===== config.mk =====
export PLATFORM = sky130hd
export DESIGN_NAME = prg_uart_loader
export DESIGN_NICKNAME = d
export VERILOG_FILES = /design/src/rtl/prg_uart_loader.sv
export SDC_FILE = /design/constraint.sdc
export NUM_CORES = 1
export LEC_CHECK = 0
export BUFFER_PORTS_ARGS = -buffer_cell sky130_fd_sc_hd__buf_2
export CORE_ASPECT_RATIO = 1.2
export CORE_MARGIN = 5
export CORE_UTILIZATION = 54
export CTS_BUF_LIST = sky130_fd_sc_hd__clkbuf_8
export DETAILED_ROUTE_END_ITERATION = 8
export PLACE_DENSITY = 0.85
export SLEW_MARGIN = 25
export SYNTH_ARGS = -nofsm -noshare
export SYNTH_HDL_FRONTEND = slang
export SYNTH_SLANG_ARGS = --single-unit

===== constraint.sdc =====
create_clock -name clk -period 2.3 [get_ports clk]
set_input_delay 0.115 -clock clk [delete_from_list [all_inputs] [get_ports clk]]
set_output_delay 0.115 -clock clk [all_outputs]
set_load 0.05 [all_outputs]

===== src/rtl/prg_uart_loader.sv =====
// UART-driven initiator for the imem/dmem program port: decodes W/R/M command frames,
// runs one prg_* memory cycle per frame and sends back ACK, NAK or read data.
module prg_uart_loader #(
    parameter int CLKS_PER_BIT = 434,
    parameter int TIMEOUT_CLKS = 5000000
) (
    input  logic        clk,
    input  logic        rst,
    input  logic        uart_rxd,
    output logic        uart_txd,
    output logic        prg_mode,
    output logic        prg_rst,
    output logic        prg_imem_clk,
    output logic        prg_imem_we,
    output logic [31:0] prg_imem_addr,
    output logic [31:0] prg_imem_wd,
    input  logic [31:0] prg_imem_rd,
    output logic        prg_dmem_clk,
    output logic        prg_dmem_we,
    output logic [31:0] prg_dmem_addr,
    output logic [31:0] prg_dmem_wd,
    input  logic [31:0] prg_dmem_rd
);

    localparam int CNT_W = $clog2(CLKS_PER_BIT) + 1;
    localparam logic [CNT_W-1:0] BIT_LAST  = CNT_W'(CLKS_PER_BIT - 1);
    localparam logic [CNT_W-1:0] HALF_LAST = CNT_W'(CLKS_PER_BIT / 2 - 1);
    localparam logic [31:0] TIMEOUT_LIM = 32'(TIMEOUT_CLKS);
    localparam logic [7:0] ACK  = 8'h06;
    localparam logic [7:0] NAK  = 8'h15;
    localparam logic [7:0] OP_W = 8'h57;
    localparam logic [7:0] OP_R = 8'h52;
    localparam logic [7:0] OP_M = 8'h4D;

    typedef enum logic [1:0] {RX_IDLE, RX_START, RX_DATA, RX_STOP} rx_state_t;
    typedef enum logic [3:0] {
        IDLE, GET_TGT, GET_ADDR, GET_DATA, GET_ARG,
        MEM_SETUP, MEM_CLK_HI, MEM_CLK_LO, CAPTURE, REPLY
    } state_t;

    logic             rxd_meta_r, rxd_sync_r, rxd_prev_r;
    rx_state_t        rx_state_r;
    logic [CNT_W-1:0] rx_cnt_r;
    logic [2:0]       rx_bit_r;
    logic [7:0]       rx_shift_r, rx_byte_r;
    logic             rx_valid_r;

    logic [9:0]       tx_shift_r;
    logic             tx_active_r;
    logic [CNT_W-1:0] tx_cnt_r;
    logic [3:0]       tx_bit_r;
    logic [2:0]       tx_left_r;
    logic [31:0]      tx_buf_r;

    state_t      state_r;
    logic [1:0]  idx_r;
    logic        is_write_r;
    logic [7:0]  tgt_r;
    logic [31:0] addr_r, data_r, timer_r, reply_r;
    logic [2:0]  reply_len_r;
    logic        tx_req_r;

    logic [31:0] addr_next_s, data_next_s, mem_addr_s;
    logic        tgt_ok_s, in_frame_s, timeout_s;

    assign addr_next_s = {addr_r[23:0], rx_byte_r};
    assign data_next_s = {data_r[23:0], rx_byte_r};
    // A read frame ends on its last address byte, so that byte is not yet in addr_r.
    assign mem_addr_s  = is_write_r ? addr_r : addr_next_s;
    assign tgt_ok_s    = (tgt_r[7:1] == 7'd0);
    assign in_frame_s  = (state_r == GET_TGT) || (state_r == GET_ADDR) ||
                         (state_r == GET_DATA) || (state_r == GET_ARG);
    assign timeout_s   = (timer_r >= TIMEOUT_LIM);
    assign uart_txd    = tx_shift_r[0];

    // Synchronise uart_rxd and deserialise 8N1 bytes, dropping glitches and framing errors.
    always_ff @(posedge clk) begin
        if (rst) begin
            rxd_meta_r <= 1'b1;
            rxd_sync_r <= 1'b1;
            rxd_prev_r <= 1'b1;
            rx_state_r <= RX_IDLE;
            rx_cnt_r   <= '0;
            rx_bit_r   <= 3'd0;
            rx_shift_r <= 8'h00;
            rx_byte_r  <= 8'h00;
            rx_valid_r <= 1'b0;
        end else begin
            rxd_meta_r <= uart_rxd;
            rxd_sync_r <= rxd_meta_r;
            rxd_prev_r <= rxd_sync_r;
            rx_valid_r <= 1'b0;
            case (rx_state_r)
                RX_IDLE: begin
                    rx_cnt_r <= '0;
                    rx_bit_r <= 3'd0;
                    if (rxd_prev_r && !rxd_sync_r) rx_state_r <= RX_START;
                end
                RX_START: begin
                    if (rx_cnt_r == HALF_LAST) begin
                        rx_cnt_r   <= '0;
                        rx_state_r <= rxd_sync_r ? RX_IDLE : RX_DATA;
                    end else begin
                        rx_cnt_r <= rx_cnt_r + 1'b1;
                    end
                end
                RX_DATA: begin
                    if (rx_cnt_r == BIT_LAST) begin
                        rx_cnt_r   <= '0;
                        rx_shift_r <= {rxd_sync_r, rx_shift_r[7:1]};
                        rx_bit_r   <= rx_bit_r + 3'd1;
                        if (rx_bit_r == 3'd7) rx_state_r <= RX_STOP;
                    end else begin
                        rx_cnt_r <= rx_cnt_r + 1'b1;
                    end
                end
                RX_STOP: begin
                    if (rx_cnt_r == BIT_LAST) begin
                        rx_cnt_r   <= '0;
                        rx_state_r <= RX_IDLE;
                        if (rxd_sync_r) begin
                            rx_valid_r <= 1'b1;
                            rx_byte_r  <= rx_shift_r;
                        end
                    end else begin
                        rx_cnt_r <= rx_cnt_r + 1'b1;
                    end
                end
                default: rx_state_r <= RX_IDLE;
            endcase
        end
    end

    // Serialise a 1- or 4-byte reply MSB-byte first; the next byte loads in the stop bit's last clk.
    always_ff @(posedge clk) begin
        if (rst) begin
            tx_shift_r  <= 10'h3FF;
            tx_active_r <= 1'b0;
            tx_cnt_r    <= '0;
            tx_bit_r    <= 4'd0;
            tx_left_r   <= 3'd0;
            tx_buf_r    <= 32'h0;
        end else if (!tx_active_r) begin
            if (tx_req_r) begin
                tx_shift_r  <= {1'b1, reply_r[31:24], 1'b0};
                tx_buf_r    <= {reply_r[23:0], 8'h00};
                tx_left_r   <= reply_len_r - 3'd1;
                tx_active_r <= 1'b1;
                tx_cnt_r    <= '0;
                tx_bit_r    <= 4'd0;
            end
        end else if (tx_cnt_r != BIT_LAST) begin
            tx_cnt_r <= tx_cnt_r + 1'b1;
        end else begin
            tx_cnt_r <= '0;
            if (tx_bit_r != 4'd9) begin
                tx_shift_r <= {1'b1, tx_shift_r[9:1]};
                tx_bit_r   <= tx_bit_r + 4'd1;
            end else if (tx_left_r != 3'd0) begin
                tx_shift_r <= {1'b1, tx_buf_r[31:24], 1'b0};
                tx_buf_r   <= {tx_buf_r[23:0], 8'h00};
                tx_left_r  <= tx_left_r - 3'd1;
                tx_bit_r   <= 4'd0;
            end else begin
                tx_active_r <= 1'b0;
                tx_shift_r  <= 10'h3FF;
                tx_bit_r    <= 4'd0;
            end
        end
    end

    // Frame decoder, memory-cycle sequencer and reply launcher.
    always_ff @(posedge clk) begin
        if (rst) begin
            state_r       <= IDLE;
            idx_r         <= 2'd0;
            is_write_r    <= 1'b0;
            tgt_r         <= 8'h00;
            addr_r        <= 32'h0;
            data_r        <= 32'h0;
            timer_r       <= 32'h0;
            reply_r       <= 32'h0;
            reply_len_r   <= 3'd0;
            tx_req_r      <= 1'b0;
            prg_mode      <= 1'b0;
            prg_rst       <= 1'b0;
            prg_imem_clk  <= 1'b0;
            prg_imem_we   <= 1'b0;
            prg_imem_addr <= 32'h0;
            prg_imem_wd   <= 32'h0;
            prg_dmem_clk  <= 1'b0;
            prg_dmem_we   <= 1'b0;
            prg_dmem_addr <= 32'h0;
            prg_dmem_wd   <= 32'h0;
        end else begin
            tx_req_r <= 1'b0;
            if (in_frame_s && !rx_valid_r) timer_r <= timer_r + 32'd1;
            else                           timer_r <= 32'h0;
            case (state_r)
                IDLE: begin
                    idx_r <= 2'd0;
                    if (rx_valid_r) begin
                        case (rx_byte_r)
                            OP_W: begin is_write_r <= 1'b1; state_r <= GET_TGT; end
                            OP_R: begin is_write_r <= 1'b0; state_r <= GET_TGT; end
                            OP_M: state_r <= GET_ARG;
                            default: begin
                                reply_r     <= {NAK, 24'h0};
                                reply_len_r <= 3'd1;
                                tx_req_r    <= 1'b1;
                                state_r     <= REPLY;
                            end
                        endcase
                    end
                end
                GET_TGT: begin
                    if (timeout_s) begin
                        state_r <= IDLE;
                    end else if (rx_valid_r) begin
                        tgt_r   <= rx_byte_r;
                        idx_r   <= 2'd0;
                        state_r <= GET_ADDR;
                    end
                end
                GET_ADDR, GET_DATA: begin
                    if (timeout_s) begin
                        state_r <= IDLE;
                    end else if (rx_valid_r) begin
                        if (state_r == GET_ADDR) addr_r <= addr_next_s;
                        else                     data_r <= data_next_s;
                        idx_r <= idx_r + 2'd1;
                        if (idx_r == 2'd3) begin
                            if (state_r == GET_ADDR && is_write_r) begin
                                state_r <= GET_DATA;
                            end else if (!tgt_ok_s) begin
                                reply_r     <= {NAK, 24'h0};
                                reply_len_r <= 3'd1;
                                tx_req_r    <= 1'b1;
                                state_r     <= REPLY;
                            end else begin
                                if (tgt_r[0]) begin
                                    prg_dmem_addr <= mem_addr_s;
                                    prg_dmem_we   <= is_write_r;
                                    if (is_write_r) prg_dmem_wd <= data_next_s;
                                end else begin
                                    prg_imem_addr <= mem_addr_s;
                                    prg_imem_we   <= is_write_r;
                                    if (is_write_r) prg_imem_wd <= data_next_s;
                                end
                                state_r <= MEM_SETUP;
                            end
                        end
                    end
                end
                GET_ARG: begin
                    if (timeout_s) begin
                        state_r <= IDLE;
                    end else if (rx_valid_r) begin
                        prg_mode    <= rx_byte_r[0];
                        prg_rst     <= rx_byte_r[1];
                        reply_r     <= {ACK, 24'h0};
                        reply_len_r <= 3'd1;
                        tx_req_r    <= 1'b1;
                        state_r     <= REPLY;
                    end
                end
                MEM_SETUP: begin
                    if (tgt_r[0]) prg_dmem_clk <= 1'b1;
                    else          prg_imem_clk <= 1'b1;
                    state_r <= MEM_CLK_HI;
                end
                MEM_CLK_HI: begin
                    prg_imem_clk <= 1'b0;
                    prg_dmem_clk <= 1'b0;
                    prg_imem_we  <= 1'b0;
                    prg_dmem_we  <= 1'b0;
                    state_r      <= MEM_CLK_LO;
                end
                MEM_CLK_LO: begin
                    if (is_write_r) begin
                        reply_r     <= {ACK, 24'h0};
                        reply_len_r <= 3'd1;
                        tx_req_r    <= 1'b1;
                        state_r     <= REPLY;
                    end else begin
                        state_r <= CAPTURE;
                    end
                end
                CAPTURE: begin
                    reply_r     <= tgt_r[0] ? prg_dmem_rd : prg_imem_rd;
                    reply_len_r <= 3'd4;
                    tx_req_r    <= 1'b1;
                    state_r     <= REPLY;
                end
                REPLY: begin
                    if (!tx_req_r && !tx_active_r) state_r <= IDLE;
                end
                default: state_r <= IDLE;
            endcase
        end
    end

endmodule


### Word level (Yosys, flattened, before mapping)

Cells that the tools add are included.

| word-level totals | value |
|---|---|
| bits in registers | 368 |
| input bits | 67 |

| cells by class | value |
|---|---|
| add/sub/neg operators | 8 |
| order comparisons | 1 |
| equal/unequal tests | 51 |
| multiplexer cells | 113 |
| bitwise logic cells | 7 |
| reductions and logical operators | 50 |

Operator list:

| kind | count |
|---|---|
| 32-bit two-way mux | 17 |
| 32-bit case mux with 5 select lines | 1 |
| 10-bit two-way mux | 8 |
| 4-bit two-way mux | 15 |
| 2-bit inequality test (second input constant) | 25 |
| 3-bit two-way mux | 16 |
| 4-bit case mux with 9 select lines | 1 |
| 32-bit by 1-bit adder with 32-bit output (second input constant) | 1 |
| 32-bit by 23-bit greater-or-equal comparator with 1-bit output (second input constant) | 1 |
| 1-bit two-way mux | 31 |
| 10-bit case mux with 3 select lines | 1 |
| 7-bit AND reduction | 4 |
| 8-bit by 7-bit == test with 1-bit output (second input constant) | 3 |
| 10-bit by 1-bit adder with 10-bit output (second input constant) | 2 |
| 2-bit two-way mux | 10 |
| 9-bit two-way mux | 2 |
| 4-bit by 3-bit == test with 1-bit output (second input constant) | 4 |
| 8-bit AND reduction | 2 |
| 3-bit case mux with 5 select lines | 1 |
| 3-bit inequality test (second input constant) | 4 |
| 3-bit AND reduction | 4 |
| 4-bit AND reduction | 3 |
| 11-bit AND reduction | 1 |
| 10-bit by 8-bit == test with 1-bit output (second input constant) | 1 |
| 35 further kinds | 72 |

### Longest topological paths before layout

Gate-level depths: netlist of the first run.

| logic depth | value |
|---|---|
| word-level depth | 7 |
| gate-level depth with buffers | 10 |

### Worst setup path before layout of the first run

Ideal clock, no wire load.

| path | value |
|---|---|
| path kind | reg2reg |
| from | register timer_r[11] |
| to | register reply_r[10] |
| arrival | 2.210 ns |
| required time | 2.175 ns |
| setup slack | -0.035 ns |
| cell stages (with the launch flop) | 10 |
| path buffers | 3 |
| clock period less this slack | 2.335 ns |
| path through | dfxtp_1 -> clkbuf_2 -> a211o_1 -> a221o_2 -> a2111oi_4 -> o211a_1 -> a21oi_1 -> buf_2 -> buf_6 -> o2bb2ai_1 |

| between the ends | value |
|---|---|
| word-level cells in the longest chain between the ends | 3 |
| elaborated cells between the ends (all ways) | 4 |
| classes of those cells | order compare: 1; eq/ne: 2; reduce/logical: 1 |

Ends and longest elaborated chain:

| item | line | RTL |
|---|---|---|
| start: declaration | 59 | `logic [31:0] addr_r, data_r, timer_r, reply_r;` |
| start signal: assignment | 197 | `if (in_frame_s && !rx_valid_r) timer_r <= timer_r + 32'd1;` |
| 32-bit by 23-bit greater-or-equal comparator with 1-bit output * | 73 | `assign timeout_s = (timer_r >= TIMEOUT_LIM);` |
| 2-bit inequality test (no line) | n/a |  |
| 11-bit AND reduction (no line) * | n/a |  |
| end signal: assignment | 208 | `reply_r <= {NAK, 24'h0};` |
| end signal: assignment | 236 | `reply_r <= {NAK, 24'h0};` |
| end signal: assignment | 261 | `reply_r <= {ACK, 24'h0};` |
| end: declaration | 59 |  |

Every way passes the cells marked *; elsewhere a longest branch is shown, timed or not.
A chain may end at the register's enable or synchronous reset.

### Final worst setup path of the first run

| path | value |
|---|---|
| from | register timer_r[10] |
| to | register prg_dmem_addr[4] |

| between the ends | value |
|---|---|
| word-level cells in the longest chain between the ends | 3 |

Ends and longest elaborated chain:

| item | line | RTL |
|---|---|---|
| 32-bit by 23-bit greater-or-equal comparator with 1-bit output | 73 |  |
| 1-bit inverter (no line) | n/a |  |
| 7-bit AND reduction (no line) | n/a |  |
| end signal: assignment | 242 | `prg_dmem_addr <= mem_addr_s;` |
| end: declaration | 20 | `output logic [31:0] prg_dmem_addr,` |

No other way between the ends.

==> metrics, run 1 <==
Die Height 192.2 um; Setup Slack @ Placement -26.37 ps; slowest cell on the critical path a221o_2; share of layout cells above drive strength 1 0.2968; antenna fix cells 0; # DRC 0; GRT Residual Overflow 0; power share of the combinational group 0.138; metal1 wirelength 16820 um; Num CTS Buffers 52; IO Count 202; Post-Synth Simple-Gate Area 0.1896; GP Congestion 0.8987; H-tree depth 2; Antenna Nets Post-Route 0; TritonCTS clock tree yes; Final Core Density 0.7139; status complete, but fails checks; Seq pwr share 0.489; FILL cells approximately 1800; max-slew violations 0; final period demand of the worst path 2396 ps; Cell Chain, Critical Path a211o_1 > a221o_2 > a2111oi_4 > buf_4 > nand4_1 > buf_6 > clkbuf_16 > nand2_4 > a21oi_2; Least-Margin Pin Slew 738.9 ps; DRT Pass-1 Iters 5; total clock sinks ~360; RR Startpoint timer_r[10]$_SDFF_PP0_; CP Launch Type flip-flop; Synth Register Bits 358; Reg clk slew, reported paths roughly 70 ps; Top Metal Used met4; top cell family by delay on the critical path compound AO/OA/AOI/OAI gates; global router's overall resource usage 0.2392; IO buf count 201; sequential cell area fraction in the yosys report 0.4798; Initial Utilization 0.5498; Final setup viols 89; Worst Setup SP timer_r[10]$_SDFF_PP0_; Layout Nets a little over 2000; post-synthesis mux area share 0.1349; Slew HR 0.5074; critical hold path startpoint prg_dmem_rd[28]; DR WL met3 3041 um; synthesized instance count 1657; Compound-Gate Fraction of Synth Area 0.1236; DP HPWL 24950 um; pin count of the biggest net entering global routing 129; first-pass GRT wire length between 60000 and 70000 um; met2 routed WL around 23000 um; unrepaired setup endpoints after global routing true; worst setup path class reg2reg; Area growth syn-to-layout 29.85%; static leakage 7.937 nW; Post-Syn Area 14940 um2; die width 161.8 um; failing checks setup timing; total die area 31100 um2; Achievable Freq 0.4174 GHz; DR WL/cell 19.26 um; drt total wl around 45000 um; number of global-route vias before repair 12840; vias per cell approximately 5.8; Max-Cap Viols 0; Core ar. 27170 um2; clock power share 0.373; skew final 21.43 ps; Post-Syn Area per Cell 9.014 um2; Synth cell types 72; initial DRC count 854; arrival time of the worst setup path 2840 ps; syn nets 1737; Worst Path Buf+Inv 3; slowest stage delay, CP 420 ps; Vias 13550; Post-synth EDFFs 0; Psw between 3 and 4 mW; clock latency at the later pin of the worst-skew pair 600 ps; Req. time, crit path between 2000 and 3000 ps; FP Rows 66; initial antenna violation count 0; Power per Cell Area about 710 nW/um2; Hold Vio Cnt, Final 0; sw frac 0.2752; Max IR drop VDD 0.0005483 V; P_int about 10 mW; YS warnings 0; Crit Path Max Fanout 8; dominant synthesized flop cell dfxtp_1; share of the cycle needed by the critical path after routing 1.042; largest family of logic cells by synthesized area simple AND/OR/NAND/NOR gates; Root Driver clkbuf_8; Setup crit end kind flip-flop; adder-cell area share of the yosys netlist 0.01089; post-layout worst setup margin -95.67 ps; XOR/XNOR Fraction of Synth Area 0.02170; Worst Hold Class in2reg; Clock Path Buffers 3; FFs w/ async S/R, synth 0
==> sequential cells by signal (all words and copies together), names as in the netlist, 2 cells and up, named ones only <==
name and flops:
prg_dmem_wd 32, addr_r 32, tx_cnt_r 10, rx_cnt_r 10, tx_left_r 3, tx_shift_r 9, reply_len_r 2, tx_buf_r 24
tgt_r 8, data_r 24, rx_byte_r 8, tx_bit_r 4, idx_r 2, timer_r 32, rx_bit_r 3, state_r 4
prg_imem_addr 32, prg_imem_wd 32, reply_r 32, prg_dmem_addr 32, rx_shift_r 8
==> cell usage after synthesis, types with 3 or more instances <==
| cell | number | area, um2 |
|---|---|---|
| nor3b_1 | 5 | 37.54 |
| inv_1 | 22 | 82.58 |
| a311oi_1 | 3 | 26.28 |
| mux2i_1 | 162 | 1622 |
| buf_8 | 3 | 45.04 |
| nor4_1 | 5 | 31.28 |
| and3_1 | 11 | 68.82 |
| a21o_1 | 4 | 30.03 |
| a21oi_1 | 119 | 595.6 |
| o31ai_1 | 3 | 22.52 |
| o21ai_0 | 34 | 170.2 |
| a211oi_1 | 23 | 172.7 |
| clkbuf_1 | 83 | 311.6 |
| dfxtp_1 | 358 | 7167 |
| mux2_2 | 35 | 394.1 |
| and2_1 | 5 | 31.28 |
| xnor2_1 | 18 | 157.7 |
| nor4bb_1 | 3 | 30.03 |
| ha_1 | 13 | 162.7 |
| nor3_1 | 19 | 95.09 |
| a211o_1 | 3 | 26.28 |
| nand2_1 | 239 | 897.1 |
| buf_1 | 6 | 22.52 |
| and4_1 | 4 | 35.03 |
| nand4_1 | 16 | 100.1 |
| o2bb2ai_1 | 32 | 280.3 |
| nor2b_1 | 9 | 56.30 |
| nor2_1 | 235 | 882.1 |
| xor2_1 | 19 | 166.4 |
| nand4b_1 | 3 | 26.28 |
| buf_2 | 14 | 70.07 |
| or3_1 | 6 | 37.54 |
| a22oi_1 | 13 | 97.59 |
| a21oi_2 | 8 | 70.07 |
| nand2b_1 | 15 | 93.84 |
| o22ai_1 | 3 | 18.77 |
| o211a_1 | 3 | 30.03 |
| nand3_1 | 39 | 195.2 |
| buf_4 | 4 | 30.03 |
| or2_2 | 9 | 56.30 |
| o221ai_1 | 7 | 61.31 |
==> worst reg2reg max path: stages, from the launching register on <==
cell	delay, ps
dfxtp_2	320
a211o_1	310
a221o_2	420
a2111oi_4	310
buf_4	220
nand4_1	130
buf_6	190
clkbuf_16	200
nand2_4	90
a21oi_2	70
==> metal layers <==
layer  vias up  global-route usage
met5         -                   0
met4         0              0.1009
met3       159             0.04121
met2       610              0.4307
met1      6481              0.2807
li1       6296                   -
==> what timing repair did <==
action                                  in CTS  in global routing
gates cloned                                 1                 11
pin swaps                                    0                 89
hold endpoints to repair                    30                  0
buffers inserted                             1                  3
hold buffers                                59                  0
endpoints found under the setup margin      21                244
resized for setup                            3                239
==> layout by cell type, fill, tap and decap left out, drive strengths merged, types with 5 or more instances in the layout <==
cell	count
nand2	239
or2	9
o2bb2ai	32
ha	13
a21oi	127
nor3	20
mux2	35
nor2b	9
nor2	235
o21ai	35
dlygate4sd3	59
xnor2	18
inv	43
a211oi	24
nor3b	5
nand2b	15
dfxtp	358
a22oi	13
and2	6
nor4	7
clkbuf	78
o221ai	7
or3	6
nand3	40
mux2i	162
nand4	17
xor2	19
and3	11
buf	273
==> stage by stage <==
step           hold slack, ps  instance area [um2]  instances  TNS, ps  power [mW]
6_report                71.07                19390       2321    -2781       13.85
5_1_grt                 85.24                19390       2321   -15190       14.41
4_1_cts                 40.12                18220       2307   -13.38       13.75
3_5_place_dp            303.6                16540       2152   -104.9       8.622
3_3_place_gp            300.7                16540       2152        0       8.573
2_1_floorplan           218.8                14960       1657   -365.3       8.127
==> power groups by stage <==
stage               sequential, mW  combinational, mW  clock (mW)
floorplan                     6.82               1.31           0
global placement              6.87               1.70           0
detailed placement            6.88               1.74           0
CTS                           6.75               1.83        5.17
global route                  6.79               2.10        5.52
finish                        6.77               1.91        5.17
==> kinds of logic after synthesis <==
group,count (synthesis)
buffers and inverters,135
muxes,197
DFF,358
adders and majority gates,13
and+or+nand+nor,639
AOI/OAI and AO/OA,278
xor gates and xnor gates,37
==> final timing paths <==
check	endpoint	slack, ps	cells past startpoint
setup / recovery	prg_dmem_addr[4]$_SDFFE_PP0P_	-100	9
hold / removal	reply_r[28]$_SDFFE_PP0P_	70	4
hold reg to reg	rxd_sync_r$_SDFF_PP1_	410	1
setup reg to reg	prg_dmem_addr[4]$_SDFFE_PP0P_	-100	9
==> final cells by class <==
cell class / instances / area (um2) / share of cell area
Multi-Input combinational cell: 1164 / 8051 / 0.4151
Sequential cell: 358 / 7171 / 0.3697
Timing Repair Buffer: 343 / 2594 / 0.1337
Clock buffer: 67 / 922.1 / 0.04755
Tap cell: 340 / 425.4 / 0.02193
Clock inverter: 27 / 148.9 / 0.007677
Inverter: 22 / 82.58 / 0.004258
Power figures use the tool's default switching activity.
==> run 2, diff against run 1 <==
- RECOVER_POWER: unset -> 50
==> metrics, run 2 (synthesis results as in run 1) <==
status complete, but fails checks; failing checks setup timing; WHS roughly 67 ps; static leakage 7.338 nW; Max IR drop VDD between 0.0005 and 0.0006 V; GRT met1 Usage 0.2807; met2 Usage GRT 0.4307; max-slew violations 0; GR Layer Usage met3 0.04121; post-layout worst setup margin -95.73 ps; H-tree depth 2; IO Count 202; critical hold path startpoint prg_dmem_rd[28]; cell depth of the worst setup path 9; IO buf count approximately 200; die width 161.8 um; CP Launch Type flip-flop; initial antenna violation count 0; Worst Hold Class in2reg; DP Area between 15000 and 20000 um2; antenna fix cells 0; number of global-route vias before repair between 10000 and 15000; commonest cells after routing, fill and taps aside dfxtp_1 (355), nor2_1 (234), mux2i_1 (160), nand2_1 (159), clkbuf_1 (136); total die area 31100 um2; Final setup viols between 90 and 100; total clock sinks between 300 and 400; first-pass GRT wire length 62180 um; Slew HR 0.4926; global router's overall resource usage 0.2392; share of the cycle needed by the critical path after routing 1.042; slowest stage delay, CP 410 ps; Worst Path Buf+Inv 3; Worst Reg-to-Reg Cells 9; Hold Vio Cnt, Final 0; Worst Setup SP timer_r[10]$_SDFF_PP0_; FP Rows 66; Setup crit end kind flip-flop; Initial Utilization 0.5498; worst setup path class reg2reg; Req. time, crit path ~2800 ps; initial DRC count 989; Die Height around 190 um; unrepaired setup endpoints after global routing true; busiest grt layer met2; TritonCTS clock tree yes; total power about 14 mW; Vias 13590; Layout Nets slightly above 2000; # DRC 0; Max-Cap Viols 0; final period demand of the worst path 2396 ps; Least-Margin Pin Slew ~760 ps; Root Driver clkbuf_8; R2R Setup Slk -100 ps; Design Area, Final 19220 um2; DR WL/cell 19.29 um; RR Startpoint timer_r[10]$_SDFF_PP0_; most common cell after layout, fill and taps aside dfxtp_1; vias per cell 5.857; Num CTS Buffers 52; Area growth syn-to-layout 28.67%; Core ar. 27170 um2; slowest cell on the critical path a221o_2; GP Congestion 0.8987; hold depth 4; Cell Chain, Critical Path a211o_1 > a221o_2 > a2111oi_4 > buf_4 > nand4_1 > buf_6 > clkbuf_16 > nand2_4 > a21oi_2; Crit Path Max Fanout 8; GRT Residual Overflow 0; Clock Path Buffers 3; skew final 25.79 ps; top cell family by delay on the critical path compound AO/OA/AOI/OAI gates; Achievable Freq 0.4174 GHz; share of layout cells above drive strength 1 0.2282; Antenna Nets Post-Route 0; Power per Cell Area 720.6 nW/um2; DP HPWL between 20000 and 25000 um; clock latency at the later pin of the worst-skew pair 600 ps; arrival time of the worst setup path ~2800 ps; drt total wl 44770 um; DRT Pass-1 Iters 5; Reg clk slew, reported paths 70 ps; pin count of the biggest net entering global routing 129
[run 2: cell types whose count changed in the layout (fill, tap and decap cells not counted)]
cell      change
buf_4         -2
clkbuf_1    +136
buf_2       -135
clkbuf_2      +1
[run 2: metal layers]
layer / wire length, um / up-vias / part of all wire
met5: 0 / - / 0
met2: 22710 / 599 / 0.51
li1: - / 6300 / -
met3: 2967 / 183 / 0.066
met1: 16870 / 6512 / 0.38
met4: 2222 / 0 / 0.050
[run 2: final timing paths]
| check | to |
|---|---|
| worst min-delay path | reply_r[28]$_SDFFE_PP0P_ |
| worst max register to register | prg_dmem_addr[4]$_SDFFE_PP0P_ |
| worst min register to register | rxd_sync_r$_SDFF_PP1_ |
| worst max-delay path | prg_dmem_addr[4]$_SDFFE_PP0P_ |
[run 2: through the flow]
stage          TNS [ps]  std cells  worst slack, ps    util
5_1_grt          -15190       2321           -165.8  0.7074
3_5_place_dp     -104.9       2152           -26.37  0.6087
6_report          -3346       2321           -95.73  0.7074
2_1_floorplan    -365.3       1657           -18.26       -
4_1_cts          -13.38       2307           -13.38  0.6707
3_3_place_gp          0       2152            18.79  0.6087
[run 2: layout make-up]
type                    instances  area, um2
inverters                      22      82.58
repair buffers                343       2419
clock buffers                  67      922.1
clock inverters                27      148.9
multi-input cells            1164       8051
fillers                      1854       7949
well taps                     340      425.4
flip-flops and latches        358       7171
[run 2: timing repair]
action | in CTS | in global routing
setup buffers | 1 | 3
setup endpoints to repair | 21 | 244
gates cloned | 1 | 11
endpoints found under the hold margin | 30 | 0
pin swaps | 0 | 89
hold buffers | 59 | 0
gates resized for setup | 3 | 239
[run 2: report_power, final]
| group | internal (mW) | total, mW | switching (mW) | leakage, nW |
|---|---|---|---|---|
| logic | 0.771 | 1.90 | 1.13 | 3.83 |
| registers | 6.53 | 6.77 | 0.236 | 2.89 |
| clock network | 2.73 | 5.18 | 2.45 | 0.623 |
[run 2: tightest hold or removal path: stages]
cell and delay, ps:
buf_2 70, mux2_2 170, o21ai_0 80, o31ai_1 180
==> run 3, diff against run 2 <==
- ABC_AREA: unset -> 1
- PLACE_DENSITY: 0.85 -> 0.84
==> metrics, run 3 <==
status completed; Area growth syn-to-layout 19.27%; sw frac 0.2929; P_int 10.86 mW; FILL cells 2440; total clock sinks 358; CP Launch Type flip-flop; GR Layer Usage met3 0.04732; GRT met1 Usage 0.2930; # DRC 0; total power 15.36 mW; dominant synthesized flop cell dfxtp_1; Synth area leaders dfxtp_1 (45%), nand2_1 (9.3%), nor2_1 (8.9%), o21ai_0 (5.6%), inv_1 (5.6%); GP Congestion around 0.91; H-tree depth 2; power share of the combinational group 0.181; Clock Path Buffers 3; area leader, netlist dfxtp_1; commonest cells after routing, fill and taps aside nand2_1 (392), nor2_1 (372), dfxtp_1 (357), inv_1 (247), o21ai_0 (169); DP HPWL 27720 um; global router's overall resource usage 0.2473; unrepaired setup endpoints after global routing true; first-pass GRT wire length between 70000 and 80000 um; Synth Register Bits around 360; Slew HR 0.3234; Post-synth EDFFs 0; number of global-route vias before repair 15160; setup TNS 0 ps; initial DRC count 1228; Max IR drop VDD 0.0005064 V; clock power share 0.369; DRT Pass-1 Iters 5; initial antenna violation count 1; pin count of the biggest net entering global routing 75; WHS 90.69 ps; Power per Cell Area about 800 nW/um2; top-count cell post-synth nand2_1; Num CTS Buffers 53; Post-Syn Area 15880 um2; Vias approximately 16000; synthesized instance count 2243; sequential cell area fraction in the yosys report 0.4515; Req. time, crit path roughly 2800 ps; drt total wl 42330 um; Initial Utilization 0.5488; DP Area 17260 um2; worst setup path class reg2reg; Max-Cap Viols 0; IO Count 202; Achievable Freq 0.4559 GHz; FP Rows 68; share of layout cells above drive strength 1 0.1172; slowest cell on the critical path dlygate4sd3_1; Psw 4.499 mW; GRT Residual Overflow 0; DR WL/cell 14.49 um; Seq pwr share 0.450; Layout Nets 2572; Antenna Nets Post-Route 0; busiest grt layer met2; Synth cell types 45; most common cell after layout, fill and taps aside nand2_1; syn nets about 2300; die width 166.5 um; Root Driver clkbuf_8; Reg clk slew, reported paths 70 ps; Final setup viols 0; share of the cycle needed by the critical path after routing 0.9537; Design Area, Final 18930 um2; IO buf count 201; Yosys top cell area share 0.4515; max-slew violations 0; static leakage approximately 7.2 nW; Least-Margin Pin Slew roughly 1000 ps; YS warnings 0; clock latency at the later pin of the worst-skew pair 600 ps; Post-Syn Area per Cell 7.078 um2; Crit Path Max Fanout 27; arrival time of the worst setup path 2710 ps; final period demand of the worst path approximately 2200 ps; Worst Hold Class in2reg; Setup crit end kind flip-flop; total die area roughly 33000 um2; met2 Usage GRT 0.4408; Cell Chain, Critical Path nor2_1 > nand2_1 > inv_1 > buf_6 > o211ai_1 > dlygate4sd3_1 > a21oi_1; Die Height 197.8 um; FFs w/ async S/R, synth 0; slowest stage delay, CP between 500 and 600 ps; skew final 18.09 ps; Hold Vio Cnt, Final 0; vias per cell 5.356; Post-synth top cells nand2_1 (392), nor2_1 (375), dfxtp_1 (358), inv_1 (236), o21ai_0 (179); TritonCTS clock tree yes; Core ar. 28930 um2
run 3: cell count changes after synthesis, moves of 17 or more:
cell       previous run  this run
nand2_1             239       392
nor2_1              235       375
mux2i_1             162         0
mux2_2               35         0
o21ai_0              34       179
nand4_1              16        45
o211ai_1              1        35
a21oi_1             119       147
or2_2                 9        76
inv_1                22       236
o2bb2ai_1            32         0
nand3_1              39       136
o21ai_1               0        17
run 3: cell type report:
cell class	instances	area [um2]	share of cell area
antenna	1	2.502	0.0001322
clock buffer	70	963.4	0.05088
clock inverter	28	241.5	0.01275
inverter	242	918.4	0.04850
multi-input combinational	1519	7214	0.3810
sequential	358	7171	0.3787
tap	385	481.7	0.02544
timing repair buffer	318	1942	0.1026
run 3: critical path, delay by kind of cell (launching register included):
kind / cells / cell delay, ps
DFF: 1 / 350
buffers and inverters: 3 / 1060
AOI/OAI and AO/OA: 2 / 320
and+or+nand+nor: 2 / 370
run 3: metal layers:
| layer | wire length [um] | vias to the layer above | share of wire |
|---|---|---|---|
| li1 | - | 7740 | - |
| met1 | 17100 | 7183 | 0.40 |
| met2 | 20760 | 607 | 0.49 |
| met3 | 2960 | 116 | 0.070 |
| met4 | 1513 | 0 | 0.036 |
| met5 | 0 | - | 0 |
run 3: logic make-up after synthesis:
logic type,synth area share
xor+xnor,0.008276
fa+ha+maj,0.01025
simple gates,0.2946
flops,0.4514
buf+inv,0.09513
compound gates,0.1403
run 3: per-stage QoR:
| step | utilization | setup WS (ps) | instances |
|---|---|---|---|
| 5_1_grt | 0.6545 | -34.09 | 2921 |
| 6_report | 0.6545 | 106.5 | 2921 |
| 2_1_floorplan | - | 525.2 | 2243 |
| 3_5_place_dp | 0.5965 | 151.1 | 2756 |
| 3_3_place_gp | 0.5965 | 212.1 | 2756 |
| 4_1_cts | 0.6603 | 111.7 | 2918 |
run 3: what timing repair did:
action	4_1_cts	5_1_grt
hold buffers	64	0
hold endpoints to repair	40	0
gates resized for setup	0	19
endpoints found under the setup margin	0	112
buffers inserted	0	2
run 3: power by group through the flow:
stage          Combinational, mW  Clock [mW]  Sequential (mW)
3_3_place_gp                2.41           0             7.01
5_1_grt                     3.09        6.03             6.95
6_report                    2.78        5.67             6.92
3_5_place_dp                2.48           0             7.03
2_1_floorplan               1.81           0             6.98
4_1_cts                     2.66        5.75             6.90
run 3: final timing paths:
check / startpoint / to / slack, ps / cells past startpoint
min reg2reg: prg_rst$_SDFFE_PP0P_ / prg_rst$_SDFFE_PP0P_ / 450 / 2
max: state_r[0]$_SDFFE_PP0P_ / reply_r[21]$_SDFFE_PP0P_ / 110 / 7
max reg2reg: state_r[0]$_SDFFE_PP0P_ / reply_r[21]$_SDFFE_PP0P_ / 110 / 7
min: prg_imem_rd[25] / reply_r[25]$_SDFFE_PP0P_ / 90 / 5
